`config.mk`:
```
export PLATFORM = sky130hd
export DESIGN_NAME = csa_tree_pipe
export DESIGN_NICKNAME = d
export VERILOG_FILES = /design/src/rtl/csa_tree_pipe.sv
export SDC_FILE = /design/constraint.sdc
export NUM_CORES = 1
export LEC_CHECK = 0
export ABC_AREA = 1
export ABC_CLOCK_PERIOD_IN_PS = 1850
export BUFFER_PORTS_ARGS = -buffer_cell sky130_fd_sc_hd__buf_2
export CORE_ASPECT_RATIO = 0.5
export CORE_MARGIN = 2
export CORE_UTILIZATION = 35
export DETAILED_ROUTE_END_ITERATION = 8
export GPL_TIMING_DRIVEN = 1
export PLACE_DENSITY_LB_ADDON = 0.05
export SLEW_MARGIN = 20
export SYNTH_ARGS = -nofsm -noshare
export SYNTH_HDL_FRONTEND = slang
export SYNTH_SLANG_ARGS = --single-unit
```
`constraint.sdc`:
```
create_clock -name clk -period 1.85 [get_ports clk]
set_clock_uncertainty 0.15 [all_clocks]
set_input_delay 0 -clock clk [delete_from_list [all_inputs] [get_ports clk]]
set_output_delay 0 -clock clk [all_outputs]
set_load 0.005 [all_outputs]
```
`src/rtl/csa_tree_pipe.sv`:
```
// rtl/csa_tree_pipe.sv - pipelined multi-operand 3:2 carry-save adder tree
// Optional final carry-propagate stage enabled by defining CSA_FINAL_CPA_EN.
module csa_tree_pipe #(
  parameter int W = 32,
  parameter int NUM_OPS = 8,
  localparam int OW = W + $clog2(NUM_OPS)
) (
  input  logic                   clk,
  input  logic                   reset,
  input  logic                   in_valid,
  output logic                   in_ready,
  input  logic [NUM_OPS*W-1:0]   in_data,
  output logic                   out_valid,
  input  logic                   out_ready,
  output logic [OW-1:0]          out_c,
  output logic [OW-1:0]          out_s,
  output logic [OW-1:0]          out_sum
);

  function automatic int f_next(input int n);
    return 2 * (n / 3) + (n % 3);
  endfunction

  function automatic int f_count(input int lvl);
    int n;
    n = NUM_OPS;
    for (int t = 0; t < lvl; t++) n = f_next(n);
    return n;
  endfunction

  function automatic int f_levels(input int n0);
    int n;
    int l;
    n = n0;
    l = 0;
    while (n > 2) begin
      n = f_next(n);
      l++;
    end
    return l;
  endfunction

  localparam int L = f_levels(NUM_OPS);

  logic [OW-1:0] w_src [L][NUM_OPS];
  logic [OW-1:0] w_nxt [L][NUM_OPS];
  logic [OW-1:0] r_stg [L][NUM_OPS];
  logic [L-1:0]  r_vld;
  logic          w_adv;

  assign w_adv    = ~out_valid | out_ready;
  assign in_ready = w_adv;

  // Bubbles enter as zeros so idle stages never carry stale operands.
  always_comb begin
    for (int i = 0; i < NUM_OPS; i++) begin
      w_src[0][i] = in_valid ? OW'(in_data[i*W +: W]) : '0;
    end
    for (int k = 1; k < L; k++) begin
      for (int i = 0; i < NUM_OPS; i++) begin
        w_src[k][i] = r_stg[k-1][i];
      end
    end
  end

  // Next list order per level: all sums, then all shifted carries, then leftovers.
  always_comb begin
    int n;
    int g;
    n = 0;
    g = 0;
    for (int k = 0; k < L; k++) begin
      n = f_count(k);
      g = n / 3;
      for (int i = 0; i < NUM_OPS; i++) begin
        w_nxt[k][i] = '0;
      end
      for (int j = 0; j < NUM_OPS / 3; j++) begin
        if (j < g) begin
          w_nxt[k][j]   = w_src[k][3*j] ^ w_src[k][3*j+1] ^ w_src[k][3*j+2];
          w_nxt[k][g+j] = ((w_src[k][3*j]   & w_src[k][3*j+1]) |
                           (w_src[k][3*j]   & w_src[k][3*j+2]) |
                           (w_src[k][3*j+1] & w_src[k][3*j+2])) << 1;
        end
      end
      for (int p = 0; p < 2; p++) begin
        if (p < n % 3) begin
          w_nxt[k][2*g+p] = w_src[k][3*g+p];
        end
      end
    end
  end

  always_ff @(posedge clk or negedge reset) begin
    if (!reset) begin
      r_vld <= '0;
      for (int k = 0; k < L; k++) begin
        for (int i = 0; i < NUM_OPS; i++) begin
          r_stg[k][i] <= '0;
        end
      end
    end else if (w_adv) begin
      r_vld[0] <= in_valid;
      for (int k = 1; k < L; k++) begin
        r_vld[k] <= r_vld[k-1];
      end
      for (int k = 0; k < L; k++) begin
        for (int i = 0; i < NUM_OPS; i++) begin
          r_stg[k][i] <= w_nxt[k][i];
        end
      end
    end
  end

`ifdef CSA_FINAL_CPA_EN
  logic          r_cpa_vld;
  logic [OW-1:0] r_c;
  logic [OW-1:0] r_s;
  logic [OW-1:0] r_sum;

  always_ff @(posedge clk or negedge reset) begin
    if (!reset) begin
      r_cpa_vld <= 1'b0;
      r_c       <= '0;
      r_s       <= '0;
      r_sum     <= '0;
    end else if (w_adv) begin
      r_cpa_vld <= r_vld[L-1];
      r_c       <= r_stg[L-1][1];
      r_s       <= r_stg[L-1][0];
      r_sum     <= r_stg[L-1][0] + r_stg[L-1][1];
    end
  end

  assign out_valid = r_cpa_vld;
  assign out_c     = r_c;
  assign out_s     = r_s;
  assign out_sum   = r_sum;
`else
  // The last level always reduces three vectors: sum lands at 0, carry at 1.
  assign out_valid = r_vld[L-1];
  assign out_c     = r_stg[L-1][1];
  assign out_s     = r_stg[L-1][0];
  assign out_sum   = '0;
`endif

endmodule
```
* After elaboration in Yosys (flattened, before gate mapping)
Index checks and enable logic that the tools add are counted.
Widths: inputs -> output; s select.
** Storage, ports and cells
- Register bits :: 506
- Memory bits (read-only) :: 0
- Memories kept :: 0
- Word-level logic and storage cells :: 68
- Latch bits :: 0
- Output and inout bits :: 107
- Memory bits (writable) :: 0
** Operators by class
- Div/mod/pow operators :: 0
- Shift-type cells :: 0
- Multiply operators :: 0
- Equal/unequal tests :: 0
- Magnitude comparators :: 0
- Bitwise logic cells :: 44
- Reduce and logical (&&, ||, !) cells :: 0
- Multiplexer cells :: 8
- Add/sub/neg operators :: 0
** Operator list (count)
- $or 34x34->34 :: 8
- $and 32x32->32 :: 8
- $mux 32 :: 8
- $and 34x34->34 :: 6
- $xor 32x32->32 :: 5
- $xor 35x35->35 :: 4
- $or 32x32->32 :: 4
- $and 32x33->33 :: 2
- $and 33x32->33 :: 2
- $xor 33x32->33 :: 2
- $xor 32x33->33 :: 1
- $not 1->1 :: 1
- $or 1x1->1 :: 1

* Logic depth before layout (Yosys ltp)
Gate-level depths: netlist (run 1).
- Depth in word-level cells :: 4
- Gate-level depth with buffers :: 8
- Depth with buffers taken out :: 5

* Worst setup path after synthesis (run 1)
OpenSTA, ideal clock, no wires.
- Kind :: input port to flip-flop
- From :: input port in_valid
- To :: register r_stg[1052] in the netlist's numbering
- Arrival :: 1.150 ns
- Setup time :: 0.065 ns
- Slack :: 0.485 ns
- Stages :: 8
- Required time :: 1.635 ns
- Cells stage by stage :: buf_2 > buf_2 > buf_2 > nand2_1 > inv_1 > fa_1 > nand2_1 > nand2_1
** RTL lines
- start, declared :: line 10 : input logic in_valid,
- end signal, assigned by index :: line 109 : r_stg[k][i] <= w_nxt[k][i];
- end, declared :: line 47 : logic [OW-1:0] r_stg [L][NUM_OPS];

==> results of run 1 <==
-- worst max-delay path by stage --
stage	from	end	cells after the start
finish	reset	out_s[27]	4
global route	r_vld[3]	in_ready	3
CTS	r_vld[3]	in_ready	3
detailed placement	r_vld[3]	r_stg[1064]	4
global placement	r_vld[3]	r_stg[1064]	4
floorplan	in_valid	r_stg[1052]	8
-- power breakdown --
group          internal [mW]  switching, mW
clock network           5.61           4.63
registers               14.5           3.35
logic                   6.72           10.9
total                   26.8           18.8
-- Yosys cell counts --
master    instances
nand2_1        1235
dfrtp_1         490
nand3_1         489
inv_1           257
fa_1            190
buf_4           123
buf_2           118
buf_6            48
clkbuf_1          7
ha_1              3
buf_8             1
conb_1            1
inv_2             1
nand2_2           1
-- repair_timing --
| item | CTS | global route |
|---|---|---|
| hold endpoints to repair | 957 | 217 |
| cloned | 0 | 1 |
| hold buffers | 374 | 4 |
| setup buffers | 0 | 0 |
| resized for setup | 2 | 3 |
| pin swaps | 1 | 0 |
| endpoints found under the setup margin | 2 | 142 |
-- kinds of logic (layout without fill, tap and decap cells) --
group,after synthesis,in the layout,share of synthesized area
flip-flops,490,490,0.467
other,1,40,0.000143
AND/OR/NAND/NOR,1725,1725,0.270
adder cells (fa/ha/maj),193,193,0.146
buffers and inverters,555,1115,0.117
-- flip-flops by register name, indices dropped and copies added, names as in the netlist --
signal / count
r_vld: 4
r_stg: 420
out_c: 32
out_s: 34
-- per-layer routing --
metal / track usage / wire, microns
met5: 0 / 11
met3: 0.0419 / 5870
met4: 0.0352 / 950
met1: 0.411 / 50800
met2: 0.297 / 35100
-- cell type report --
cell class,count,area share
clock inverter,12,0.00403
timing repair buffer,768,0.190
clock buffer,77,0.0436
multi-input combinational,1957,0.330
antenna,1,0.0000746
sequential,490,0.365
inverter,258,0.0291
tap,1008,0.0376
-- critical path, cell delays in order --
cell	delay (ns)
dlygate4sd3_1	0.56
buf_8	0.15
dlygate4sd3_1	1.21
buf_12	0.42
-- per-stage QoR --
stage                     setup WS (ns)  instances  area (sq um)  utilization
after detailed placement          0.216       4105         28100        0.382
after global placement            0.211       4105         28100        0.382
final                          -0.00707       4571         33600        0.456
after CTS                        -0.149       4566         33500        0.455
after floorplan                   0.485       3002         26400            -
after global routing            -0.0737       4571         33600        0.456
==> metrics.txt, run 1 <==
Final Wtd Congestion 0.830; CP required 2.46 ns; R2R Path End r_stg[1068]; Tcrit/Tclk final 1.00; Buffers on Ports 327; via count of the first global-routing pass 21800; GRT Util Overall 0.237; Hold EP r_stg[953]; core region area 73700 sq um; CP Max Fanout 75; Die Ht 198 microns; fin crit period 1.86 ns; Slew @ Worst Pin 0.979 ns; Die Area 77400 sq um; Min Hold Slack 0.0407 ns; Power Total 45.7 mW; Vias 21600; run status complete, but fails checks; Slew headroom 0.345; Synth area leader dfrtp_1; IO Count 367; Residual DRC 0; leading cell type in the layout, fill and taps excluded nand2_1; cells after synthesis 2964; CTS max path bufs 3; root buf cell clkbuf_16; Reg area 12300 sq um; DRT Pass-1 Iters 5; fillers 7362; Final ANT Viol Nets 0; drt wl/cell 20.3 microns; post-synth top area share 0.467; final setup violating endpoints 17; Final Hold Fails 0; fin. max-slew vios 0; worst hold path class input port to flip-flop; Arr. time, crit path 2.46 ns; CP Launch Type input port; std cell rows 70; gr ovfl total 0; post-synthesis sequential area ratio 0.467; critical path class input port to async pin; clock latency on the worst-skew pair 0.62 ns; Initial Util 0.357; Worst-path clk slew 0.06 ns; r2r worst-path depth 4; Vias per Instance 4.72; VDD IR max 0.949 mV; R2R setup slack 0.07 ns; first-pass GRT wire length 138000 microns; fmax 0.538 GHz; Pleak 19.1 nW; Max-Cap Viols 0; Yosys warning count 0; failing checks negative setup slack; clock sinks 490; largest net degree at the start of global routing 115; type of element capturing the critical path async pin; synth unique cells 14; PD cells 1360 nW/um^2; DP Wirelength 65400 microns; CTS tree built; HP Start in_valid; Total Routed Length 92700 microns; Die X 391 microns; Final nets 3979; Num CTS Buffers 51; Area Overhead vs Synth 27.8%; multi-input logic area 11100 sq um; RR Startpoint r_vld[3]; synthesized area 26300 sq um; Area contributors post-synth dfrtp_1, nand2_1, fa_1; initial antenna violation count 11; flops & latches, synth 490; worst setup margin -0.00707 ns; H-tree Lvls 2; RSZ-0062 raised after global routing true; Post-Syn Area per Cell 8.86 sq um; worst hold stages 7; TNS Setup -0.0704 ns; most frequent cells in the layout nand2_1, nand3_1, dfrtp_1, dlygate4sd3_1, buf_2; layout cell share with drive strength beyond 1 0.131; Initial DRC Count 1916
Power figures use the tool's default switching activity.
==> inputs of run 2 (changes only) <==
--- a/config.mk
+++ b/config.mk
@@ -6,7 +6,7 @@
 export NUM_CORES = 1
 export LEC_CHECK = 0
 export ABC_AREA = 1
-export ABC_CLOCK_PERIOD_IN_PS = 1850
+export ABC_CLOCK_PERIOD_IN_PS = 1700
 export BUFFER_PORTS_ARGS = -buffer_cell sky130_fd_sc_hd__buf_2
 export CORE_ASPECT_RATIO = 0.5
 export CORE_MARGIN = 2
@@ -18,3 +18,4 @@
 export SYNTH_ARGS = -nofsm -noshare
 export SYNTH_HDL_FRONTEND = slang
 export SYNTH_SLANG_ARGS = --single-unit
+export TNS_END_PERCENT = 1
==> constraint.sdc (replaced) <==
create_clock -name clk -period 1.7 [get_ports clk]
set_clock_uncertainty 0.15 [all_clocks]
set_input_delay 0.085 -clock clk [delete_from_list [all_inputs] [get_ports clk]]
set_output_delay 0.085 -clock clk [all_outputs]
set_load 0.005 [all_outputs]
==> metrics.txt, run 2 (synthesis gave the netlist of run 1 again) <==
Tcrit/Tclk final 1.03; core region area 73700 sq um; fin. max-slew vios 0; root buf cell clkbuf_16; clock sinks 490; Initial DRC Count 1877; IO Count 367; Min Hold Slack -0.00649 ns; CP required 2.06 ns; Pleak 19.5 nW; fillers 7312; leading cell type in the layout, fill and taps excluded nand2_1; DRT Pass-1 Iters 6; CP Launch Type input port; run status complete, but fails checks; clock share of power 0.221; drt wl/cell 20.0 microns; CP Max Fanout 1; clock latency on the worst-skew pair 0.62 ns; Final nets 3970; worst hold path class input port to flip-flop; HP Start in_data[135]; Area Overhead vs Synth 28.8%; ANT cells 0; Total Routed Length 91400 microns; Switching Fraction 0.406; Final Wtd Congestion 0.807; worst setup path startpoint in_data[95]; Sequential Power Share 0.379; R2R Path End r_stg[505]; Vias 21400; Final ANT Viol Nets 0; R2R setup slack -0.02 ns; Reg area 12300 sq um; Vias per Instance 4.68; Buffers on Ports 327; first-pass GRT wire length 137000 microns; Worst-path clk slew 0.06 ns; Die Ht 198 microns; std cell rows 70; Non-Filler Instances 4565; layout cell share with drive strength beyond 1 0.146; Int Power 30.4 mW; RSZ-0062 raised after global routing true; Inst Count DP 4141; critical path class input port to flip-flop; PD cells 1510 nW/um^2; CTS max path bufs 3; Die Area 77400 sq um; multi-input logic area 11100 sq um; gr ovfl total 0; Die X 391 microns; RR Startpoint r_vld[3]; Arr. time, crit path 2.11 ns; GRT Util Overall 0.235; most frequent cells in the layout nand2_1, dfrtp_1, nand3_1, buf_2, dlygate4sd3_1; Power Total 51.2 mW; r2r worst-path depth 6; Hold EP r_stg[1057]; fin crit period 1.75 ns; initial antenna violation count 7; Final Hold Fails 1; post-layout util 0.459; Reg with most FFs r_stg; Comb power frac 0.399; worst setup margin -0.0532 ns; CTS tree built; fmax 0.570 GHz; TNS Setup -0.320 ns; final setup violating endpoints 17; worst hold stages 7; Max-Cap Viols 0; Initial Util 0.357; DP Wirelength 66300 microns; failing checks negative hold slack, negative setup slack; Num CTS Buffers 50; via count of the first global-routing pass 21500; largest net degree at the start of global routing 81; Residual DRC 0; type of element capturing the critical path flip-flop; max FFs per register 420; VDD IR max 0.801 mV; H-tree Lvls 2; NetSw 20.8 mW
[run 2: cell count changes in the layout (fill, tap and decap cells not counted), moves of 3 or more]
cell            previous run  this run
dlymetal6s4s_1             0        18
dlygate4sd3_1            375       303
buf_4                     30        52
clkinv_2                   5         9
buf_16                     3         9
buf_12                    30        41
bufbuf_16                  0         3
[run 2: power groups by stage]
stage	logic, mW	registers, mW	clock network, mW
3_5_place_dp	18.6	19.6	0
4_1_cts	20.0	19.4	11.6
2_1_floorplan	11.7	18.3	0
3_3_place_gp	18.6	19.6	0
6_report	20.4	19.4	11.3
5_1_grt	22.7	19.9	12.1
[run 2: critical path, stage by stage]
cell and delay, ns:
dlygate4sd3_1 0.55, buf_2 0.12, nand2_1 0.06, inv_1 0.05
fa_1 0.48, dlygate4sd3_1 0.64, nand2_1 0.09, nand2_1 0.05
[run 2: how the worst max path moves through the flow]
| stage | to | cells past startpoint |
|---|---|---|
| after detailed placement | r_stg[1107] | 7 |
| after global routing | out_valid | 3 |
| final | r_stg[1047] | 8 |
| after global placement | r_stg[1107] | 7 |
| after floorplan | r_stg[1052] | 8 |
| after CTS | out_valid | 3 |
[run 2: cell type report]
class,count,area share
Sequential cell,490,0.363
Multi-Input combinational cell,1957,0.328
Timing Repair Buffer,760,0.195
Clock buffer,77,0.0436
Tap cell,1008,0.0373
Inverter,258,0.0288
Clock inverter,15,0.00447
[run 2: layer usage]
layer / track usage / up-vias / wire, microns
met5: 0 / - / 8
met1: 0.408 / 10700 / 50600
met2: 0.290 / 487 / 34000
met3: 0.0466 / 90 / 5640
met4: 0.0373 / 2 / 1130
li1: - / 10100 / -
[run 2: repair_timing]
item	in CTS	in global routing
pin swaps	1	0
cloned	4	3
setup endpoints to repair	2	275
hold buffers	321	0
gates resized for setup	9	27
endpoints found under the hold margin	803	0
buffers inserted	5	0
[run 2: stage by stage]
stage | cell area (sq um) | setup WS [ns]
detailed placement | 28600 | 0.00273
global route | 33800 | -0.0979
floorplan | 26400 | 0.250
global placement | 28600 | 0.00560
finish | 33800 | -0.0532
CTS | 33700 | -0.0920
==> inputs of run 3 (changes only) <==
--- a/config.mk
+++ b/config.mk
@@ -8,7 +8,6 @@
 export ABC_AREA = 1
 export ABC_CLOCK_PERIOD_IN_PS = 1700
 export BUFFER_PORTS_ARGS = -buffer_cell sky130_fd_sc_hd__buf_2
-export CORE_ASPECT_RATIO = 0.5
 export CORE_MARGIN = 2
 export CORE_UTILIZATION = 35
 export DETAILED_ROUTE_END_ITERATION = 8
==> metrics.txt, run 3 (synthesis gave the netlist of run 1 again) <==
gr ovfl total 0; DRT Pass-1 Iters 5; Vias per Instance 4.61; Num CTS Buffers 57; NetSw 19.2 mW; fin crit period 1.77 ns; Max-Cap Viols 0; type of element capturing the critical path output pin; Tcrit/Tclk final 1.04; critical path class flip-flop to output pin; CP Max Fanout 4; worst setup path startpoint r_vld[3]; worst hold path class input port to flip-flop; Final Hold Fails 0; largest net degree at the start of global routing 90; initial antenna violation count 2; failing checks negative setup slack; design area 34200 sq um; Placement Setup Slack 0.0724 ns; root buf cell clkbuf_16; CP required 1.46 ns; core region area 74300 sq um; Reg with most FFs r_stg; layout cell share with drive strength beyond 1 0.149; clock latency on the worst-skew pair 0.62 ns; GRT Util Overall 0.208; Worst-path clk slew 0.06 ns; most frequent cells in the layout nand2_1, dfrtp_1, nand3_1, buf_2, dlygate4sd3_1; fin. max-slew vios 0; Die Ht 278 microns; Switching Fraction 0.382; Initial DRC Count 1329; Die X 278 microns; Buffers on Ports 327; Sequential Power Share 0.380; Final ANT Viol Nets 0; clock sinks 490; Pleak 19.8 nW; CTS max path bufs 3; IO Count 367; run status complete, but fails checks; Slew @ Worst Pin 0.874 ns; post-layout util 0.460; Arr. time, crit path 1.54 ns; Min Hold Slack 0.00680 ns; Area Overhead vs Synth 30.1%; Final nets 3995; clock share of power 0.238; Residual DRC 0; first-pass GRT wire length 126000 microns; Int Power 30.9 mW; Total Routed Length 80900 microns; Vias 21000; Die Area 77200 sq um; Comb power frac 0.383; CTS tree built; H-tree Lvls 2; multi-input logic area 11100 sq um; R2R setup slack -0.06 ns; PD cells 1470 nW/um^2; Slew headroom 0.417; CP Launch Type flip-flop; DP Wirelength 56400 microns; fillers 7449; VDD IR max 1.04 mV; RSZ-0062 raised after global routing true; Reg area 12300 sq um; final setup violating endpoints 10; RR Startpoint r_vld[3]; Inst Count DP 4102; Initial Util 0.353; TNS Setup -0.240 ns; HP Start in_data[174]; worst setup margin -0.0709 ns; max FFs per register 420; Non-Filler Instances 4557; fmax 0.565 GHz; Placed Area 28500 sq um; leading cell type in the layout, fill and taps excluded nand2_1; drt wl/cell 17.8 microns; Final Wtd Congestion 0.835; via count of the first global-routing pass 21500; Power Total 50.1 mW; std cell rows 100
## run 3: changes by cell type in the layout (fill, tap and decap cells not counted), moves of 3 or more
cell / delta
nand2_1: -5
buf_4: +5
clkbuf_8: +3
clkbuf_16: +10
dlygate4sd3_1: +3
clkbuf_1: +5
nand2_2: +5
dlymetal6s4s_1: +12
## run 3: final cells by class
class / instances / share of cell area
Multi-Input combinational cell: 1957 / 0.325
Sequential cell: 490 / 0.359
Timing Repair Buffer: 778 / 0.199
Tap cell: 969 / 0.0355
Inverter: 258 / 0.0286
Clock inverter: 11 / 0.00267
Clock buffer: 93 / 0.0501
Antenna cell: 1 / 0.0000732
## run 3: what timing repair did
action,CTS,global route
hold endpoints to repair,873,1
buffers inserted,5,1
pin swaps,1,3
hold buffers,336,1
gates cloned,2,7
endpoints found under the setup margin,2,342
gates resized for setup,8,42
## run 3: critical path, cell delays in order (launching register included)
cell	delay, ns
dfrtp_4	0.48
nand2_8	0.07
buf_16	0.13
buf_12	0.12
buf_6	0.10
## run 3: power groups by stage
stage	clock, mW	combinational (mW)	sequential (mW)
floorplan	0	11.7	18.3
global placement	0	17.2	19.1
detailed placement	0	17.4	19.2
CTS	12.3	18.6	19.0
global route	12.8	21.7	19.6
finish	11.9	19.2	19.0
## run 3: final timing paths
check / end / cells past startpoint
worst min-delay path: r_stg[1064] / 7
max in group asynchronous: r_stg[809] / 3
worst max register to register: r_stg[1034] / 6
worst max-delay path: in_ready / 4
worst min register to register: r_stg[461] / 2
min in group asynchronous: r_stg[991] / 3
## run 3: metal layers
layer  global-route usage  up-vias  share of wire
met5                    0        -              0
met4               0.0407        0          0.015
met3               0.0375       77          0.055
met2                0.282      489           0.40
met1                0.342    10300           0.53
li1                     -    10100              -
